File: config.mk
export PLATFORM = sky130hd
export DESIGN_NAME = pipeline_hazard_ctrl
export DESIGN_NICKNAME = d
export VERILOG_FILES = /design/src/rtl/pipeline_hazard_ctrl.sv
export SDC_FILE = /design/constraint.sdc
export NUM_CORES = 1
export LEC_CHECK = 0
export CAP_MARGIN = 10
export CORE_UTILIZATION = 35
export CTS_CLUSTER_SIZE = 25
export DETAILED_ROUTE_END_ITERATION = 10
export HOLD_SLACK_MARGIN = 0.05
export PLACE_DENSITY = 0.84
export RECOVER_POWER = 100
export SETUP_SLACK_MARGIN = 0.15
export SYNTH_ARGS = -nofsm -noshare
export SYNTH_HDL_FRONTEND = slang
export SYNTH_SLANG_ARGS = --single-unit
File: constraint.sdc
create_clock -name clk -period 3.4 [get_ports clk]
set_input_delay 1.02 -clock clk [delete_from_list [all_inputs] [get_ports clk]]
set_output_delay 1.02 -clock clk [all_outputs]
set_load 0.1 [all_outputs]
File: src/rtl/pipeline_hazard_ctrl.sv
// pipeline_hazard_ctrl: stall/flush sequencer for a 5-stage RV32I pipeline
//   Inputs : clk, reset (async, active-high), ID source regs/uses, EX rd/load/branch,
//            MEM request/ready handshake.
//   Outputs: per-stage load enables and flushes (combinational from state + inputs),
//            sticky mem_timeout, perf counters stall_cycles / flush_count.
//   Macro  : PIPE_PERF_EN builds the perf counters; otherwise they read 0.
module pipeline_hazard_ctrl #(
    parameter int MEM_TIMEOUT = 64,
    parameter int CNT_W       = 8
) (
    input  logic        clk,
    input  logic        reset,
    input  logic [4:0]  id_rs1,
    input  logic [4:0]  id_rs2,
    input  logic        id_use_rs1,
    input  logic        id_use_rs2,
    input  logic [4:0]  ex_rd,
    input  logic        ex_mem_read,
    input  logic        ex_branch_taken,
    input  logic        mem_req,
    input  logic        mem_ready,
    output logic        pc_en,
    output logic        ifid_en,
    output logic        ifid_flush,
    output logic        idex_en,
    output logic        idex_flush,
    output logic        exmem_en,
    output logic        memwb_en,
    output logic        mem_timeout,
    output logic [31:0] stall_cycles,
    output logic [31:0] flush_count
);
    typedef enum logic [1:0] {RUN, MEM_WAIT, ERROR} state_t;
    localparam logic [CNT_W-1:0] TIMEOUT = CNT_W'(MEM_TIMEOUT);
    state_t           r_state;
    logic [CNT_W-1:0] r_cnt;
    logic             r_flush_pending;
    logic             w_freeze, w_load_use, w_do_flush, w_err, w_timeout_hit;
    logic [CNT_W-1:0] w_cnt_next;
    assign w_freeze   = mem_req & ~mem_ready;
    assign w_load_use = ex_mem_read & (ex_rd != 5'd0) &
                        ((id_use_rs1 & (id_rs1 == ex_rd)) | (id_use_rs2 & (id_rs2 == ex_rd)));
    assign w_do_flush = ex_branch_taken | r_flush_pending;
    assign w_err      = (r_state == ERROR);
    // The first freeze cycle seen from RUN already counts as one.
    assign w_cnt_next    = (r_state == RUN) ? CNT_W'(1) : (&r_cnt ? r_cnt : r_cnt + 1'b1);
    assign w_timeout_hit = (MEM_TIMEOUT != 0) && (w_cnt_next >= TIMEOUT);
    // Order: pc_en, ifid_en, ifid_flush, idex_en, idex_flush, exmem_en, memwb_en, mem_timeout
    always_comb begin
        {pc_en, ifid_en, ifid_flush, idex_en, idex_flush, exmem_en, memwb_en, mem_timeout} =
            reset      ? 8'b0010_1000 :
            w_err      ? 8'b0000_0001 :
            w_freeze   ? 8'b0000_0000 :
            w_do_flush ? 8'b1111_1110 :
            w_load_use ? 8'b0001_1110 :
                         8'b1101_0110;
    end
    always_ff @(posedge clk or posedge reset) begin
        if (reset) begin
            r_state         <= RUN;
            r_cnt           <= '0;
            r_flush_pending <= 1'b0;
        end else if (!w_err) begin
            if (w_freeze) begin
                r_cnt   <= w_cnt_next;
                r_state <= w_timeout_hit ? ERROR : MEM_WAIT;
                if (ex_branch_taken) r_flush_pending <= 1'b1;
            end else begin
                // Any pending flush is applied this cycle, so it can be dropped.
                r_cnt           <= '0;
                r_state         <= RUN;
                r_flush_pending <= 1'b0;
            end
        end
    end
`ifdef PIPE_PERF_EN
    logic [31:0] r_stall_cycles, r_flush_count;
    logic        w_apply_flush;
    assign w_apply_flush = ~w_err & ~w_freeze & w_do_flush;
    always_ff @(posedge clk or posedge reset) begin
        if (reset) begin
            r_stall_cycles <= '0;
            r_flush_count  <= '0;
        end else begin
            if (!pc_en) r_stall_cycles <= r_stall_cycles + 32'd1;
            if (w_apply_flush) r_flush_count <= r_flush_count + 32'd1;
        end
    end
    assign stall_cycles = r_stall_cycles;
    assign flush_count  = r_flush_count;
`else
    assign stall_cycles = '0;
    assign flush_count  = '0;
`endif
endmodule
Yosys cells after proc, flatten, opt, wreduce, memory -nomap -nowiden --
Cells that the tools add are included. W data, S select, Z words.
Operators by class: add/subtract/negate cells 1, $lt $le $gt $ge 1, multiplexer cells 12, bitwise gates (word level) 9, eq/ne operators 4, reduce and logical (&&, ||, !) cells 4
Operator list (count):
- $mux W8 | 8
- $eq A5 B5 Y1 | 2
- $add A8 B1 Y8 const B | 1
- $ge A8 B7 Y1 const B | 1
- $reduce_and A8 Y1 | 1
- $and A1 B1 Y1 | 5
- $reduce_bool A5 Y1 | 1
- $mux W2 | 2
- $eq A2 B2 Y1 const B | 1
- $logic_not A2 Y1 | 1
- $mux W1 | 2
- $ne A2 B2 Y1 const B | 1
- $not A1 Y1 | 2
- $or A1 B1 Y1 | 2
- $reduce_and A2 Y1 | 1
Word-level totals: word-level logic and storage cells 34, input bits 23, register bits 11, output and inout bits 72

Longest topological paths before layout --
depth after elaboration 9, depth in mapped cells 6, depth with buffers taken out 5

Worst setup path after synthesis --
No wires, ideal clock.
kind input to output, start input port mem_ready, end output port pc_en, data required time 2380 ps, data arrival time 4081 ps, slack -1701 ps, path buffers 1, stages on the path 5, path through inv_1 > a21o_1 > nor2_1 > o41a_1 > buf_4
Between the ends: longest elaborated chain between the ends 5
RTL lines:
- start, declared | line 21 | input logic mem_ready,
- $not A1 Y1 | line 40 | assign w_freeze = mem_req & ~mem_ready;
- $and A1 B1 Y1 | line 40
- $mux W8 | line 53 | w_freeze ? 8'b0000_0000 :
- $mux W8 | line 52 | w_err ? 8'b0000_0001 :
- $mux W8 | line 51 | reset ? 8'b0010_1000 :
- end, declared | line 22 | output logic pc_en,
Every way passes these cells.

Final worst setup path --
start input port ex_rd[2], end output port ifid_en
Between the ends: longest elaborated chain between the ends 9, elaborated cells on any way between the ends 13, classes of those cells eq/ne (2); mux (5); bitwise (5); reduce/logical (1)
RTL lines:
- start, declared | line 17 | input logic [4:0] ex_rd,
- $eq A5 B5 Y1 | line 42 | ((id_use_rs1 & (id_rs1 == ex_rd)) | (id_use_rs2 & (id_rs2 == ex_rd)));
- $and A1 B1 Y1 | line 42
- $or A1 B1 Y1 | line 42
- $and A1 B1 Y1 * | line 41 | assign w_load_use = ex_mem_read & (ex_rd != 5'd0) &
- $mux W8 * | line 55 | w_load_use ? 8'b0001_1110 :
- $mux W8 * | line 54 | w_do_flush ? 8'b1111_1110 :
- $mux W8 * | line 53
- $mux W8 * | line 52
- $mux W8 * | line 51
- end, declared | line 23 | output logic ifid_en,
Every way passes the cells marked *; elsewhere a longest branch is shown, timed or not.

==> results.json <==
{
  "root_buffer": "clkbuf_8",
  "p_int_w": 0.000268,
  "antenna_found_initial": 0,
  "fillers": 354,
  "post-route-min-period_ns": 3.49,
  "track_usage_pct": 13.2,
  "power_density_mw_per_mm2": 455,
  "netlist_area_mm2": 0.00129,
  "timing.final.ws_setup_ns": -0.0872,
  "synth_top_family_by_area": "buffers and inverters",
  "drv_cap": 0,
  "register_area_um2": 275,
  "yosysSeqAreaShare_pct": 21.4,
  "power_w": 0.000702,
  "cts_num_sinks": 11,
  "via_per_inst": 4.24,
  "synth_xor_area_share_pct": 7.48,
  "area_growth_pct": 19.7,
  "antenna_left": 0,
  "muxShareOfSynthArea_pct": 0,
  "rsz0062_at_grt": "true",
  "power_frac_clock_pct": 18.5,
  "wirelength_um": 2550,
  "hpwlAfterDp_um": 2050,
  "fin_crit_sh_pct": 103,
  "utilization_pct": 44.8,
  "path_max_fanout": 2,
  "cts.htree.levels": 1,
  "tightest_slew_ns": 0.596,
  "rows": 21,
  "finClkSkew_ns": 0.000384,
  "finalSetupViolations": 3,
  "worst_setup_path_start_kind": "primary input",
  "multiInputGateArea_um2": 776,
  "io_pins": 95,
  "grt_pass1_vias": 899,
  "seqPwrFrac_pct": 19.3,
  "detail_route.wl_per_cell_um": 10.7,
  "clk_pin_slew_ns": 0.05,
  "grt_pass1_wl_um": 4090,
  "diodes": 0,
  "synthSimpleGateAreaFrac_pct": 14.5,
  "grt-ovfl-total": 0,
  "swShare_pct": 61.8,
  "start_util_pct": 37.4,
  "worstPathArrival_ns": 2.47,
  "clock_latency_ns": 0.24,
  "min_path_type": "flop to flop",
  "pwr-share-comb_pct": 62.2,
  "grt_max_degree": 12,
  "drt_iter0_markers": 24,
  "cts_tree": "built",
  "syn_inst": 157,
  "numCtsBuffers": 3,
  "hold_ws_ns": 0.532,
  "drt_pass1_iterations": 4,
  "synth_compound_area_share_pct": 14.9,
  "cts_hold_buf": 0,
  "core_area_mm2": 0.00344,
  "route.vias.total": 1009,
  "slew_headroom_pct": 60.3,
  "design.die.area_mm2": 0.00393,
  "status": "complete, but fails checks",
  "violations": "setup timing",
  "fmax_ghz": 0.287,
  "crit_type": "primary input to output pin",
  "netlist-cell-type-count": 36,
  "slew_viol_final": 0,
  "drcViolationCount": 0,
  "hold_viol": 0,
  "die-height_um": 62.7,
  "end_kind": "output pin",
  "required_ns": 2.38,
  "dieWidth_um": 62.7,
  "yosys.area_share.adder_pct": 0.971,
  "drive_above_1_share_pct": 17.2,
  "p_leak_nw": 0.756,
  "peakVddDrop_v": 0.000155,
  "avgSynthCellArea_um2": 8.21,
  "netSwitchingPower_w": 0.000434,
  "layout.nets": 217,
  "clockBufferDepth": 2,
  "port-buffer-count": 30,
  "ys_warn_count": 0,
  "gp_congestion": 0.865,
  "ys_ff_latch": 11
}
-- routing by layer --
metal / GRT usage [%] / wire length [µm] / up-vias
met2: 22.4 / 1280 / 54
li1: - / - / 471
met1: 15.8 / 1050 / 478
met4: 7.27 / 68 / 0
met5: 0 / 0 / -
met3: 2.01 / 146 / 6
-- stage by stage --
stage	TNS [ns]	instances	setup WS (ns)	instance area [µm²]
after global routing	-0.501	238	-0.178	1540
after global placement	-1.19	233	-0.401	1560
after floorplan	-0.267	220	-0.152	1600
after detailed placement	-1.34	233	-0.423	1560
final	-0.225	238	-0.0872	1540
after CTS	-0.253	238	-0.110	1610
-- synthesized netlist by cell type --
cell      instances  area share [%]
buf_4            67              39
dfrtp_1          11              21
nor2_1            9             2.6
o21ai_0           8             3.1
xor2_1            8             5.4
a21oi_1           6             2.3
nand2_1           5             1.5
a31oi_1           4             1.9
nand3_1           4             1.6
xnor2_1           3             2.0
a21o_1            2             1.2
a311oi_1          2             1.4
and2_0            2            0.97
and3_1            2            0.97
clkbuf_1          2            0.58
inv_1             2            0.58
a211oi_1          1            0.58
a32o_1            1            0.78
a32oi_1           1            0.68
a41o_1            1            0.78
and3_2            1            0.58
buf_2             1            0.39
conb_1            1            0.29
ha_1              1            0.97
nand2b_1          1            0.49
nand3b_1          1            0.58
nand4_1           1            0.49
nand4_4           1             1.7
nor2b_1           1            0.49
nor3b_1           1            0.58
nor4_1            1            0.49
nor4_2            1            0.97
o21a_1            1            0.58
o311ai_1          1            0.68
o41a_1            1            0.87
or4_1             1            0.58
-- layout by cell type (no fill, tap or decap), types with 2 or more instances in the layout --
| cell | instances |
|---|---|
| dlygate4sd2_1 | 5 |
| clkdlybuf4s50_1 | 5 |
| nand3_1 | 4 |
| clkbuf_8 | 3 |
| buf_2 | 4 |
| buf_4 | 6 |
| clkbuf_4 | 2 |
| o21ai_0 | 7 |
| nand2_1 | 5 |
| buf_12 | 5 |
| nor2_1 | 8 |
| xor2_1 | 7 |
| a21oi_1 | 6 |
| conb_1 | 64 |
| dfrtp_1 | 11 |
| xnor2_1 | 3 |
| nand4_1 | 2 |
| buf_6 | 2 |
| and3_1 | 2 |
| clkdlybuf4s15_1 | 5 |
| a31oi_1 | 4 |
| a311oi_1 | 2 |
| nor4_2 | 2 |
| clkbuf_1 | 3 |
-- final cells by class --
| type | instances | share of cell area (%) |
|---|---|---|
| clock buffer | 4 | 2.92 |
| inverter | 2 | 1.30 |
| multi-input combinational | 137 | 50.3 |
| sequential | 11 | 17.8 |
| tap | 46 | 3.73 |
| timing repair buffer | 38 | 23.9 |
-- flip-flops by register name, summed over array words and instances (netlist names) --
| register | cells |
|---|---|
| r_cnt | 8 |
| r_state | 2 |
| r_flush_pending | 1 |
-- kinds of logic (layout without fill, tap and decap cells) --
| group | Yosys count | count (layout) |
|---|---|---|
| other | 1 | 64 |
| AOI/OAI and AO/OA | 29 | 29 |
| and+or+nand+nor | 32 | 32 |
| DFF | 11 | 11 |
| xor gates and xnor gates | 11 | 11 |
| adders and majority gates | 1 | 1 |
| buffers and inverters | 72 | 44 |
-- timing repair --
item	CTS	global route
pin swaps	14	3
endpoints found under the setup margin	7	3
buffers inserted	1	0
resized for setup	41	3
gates cloned	0	0
-- worst max-delay path, stage by stage --
cell	delay (ns)
buf_6	0.10
buf_6	0.11
xor2_2	0.14
nor4_2	0.27
a32oi_2	0.17
o41a_4	0.48
buf_12	0.18
-- path summary, 6_finish.rpt --
path	from	endpoint	slack, ns	cells after the start
hold reg to reg	r_cnt[1]	r_cnt[1]	0.53	1
hold / removal	r_cnt[1]	r_cnt[1]	0.53	1
setup reg to reg	r_cnt[0]	r_cnt[0]	1.38	5
min in group asynchronous	reset	r_flush_pending	1.55	3
max in group asynchronous	reset	r_cnt[5]	1.47	3
setup / recovery	ex_rd[2]	ifid_en	-0.09	7
-- power groups by stage --
stage          clock network (W)  logic (W)  registers [W]
5_1_grt                 0.000140   0.000447       0.000136
3_3_place_gp                   0   0.000445       0.000138
3_5_place_dp                   0   0.000446       0.000138
2_1_floorplan                  0   0.000441       0.000137
4_1_cts                 0.000133   0.000445       0.000136
6_report                0.000130   0.000436       0.000136
No activity file was read; power rests on OpenSTA's default activity.
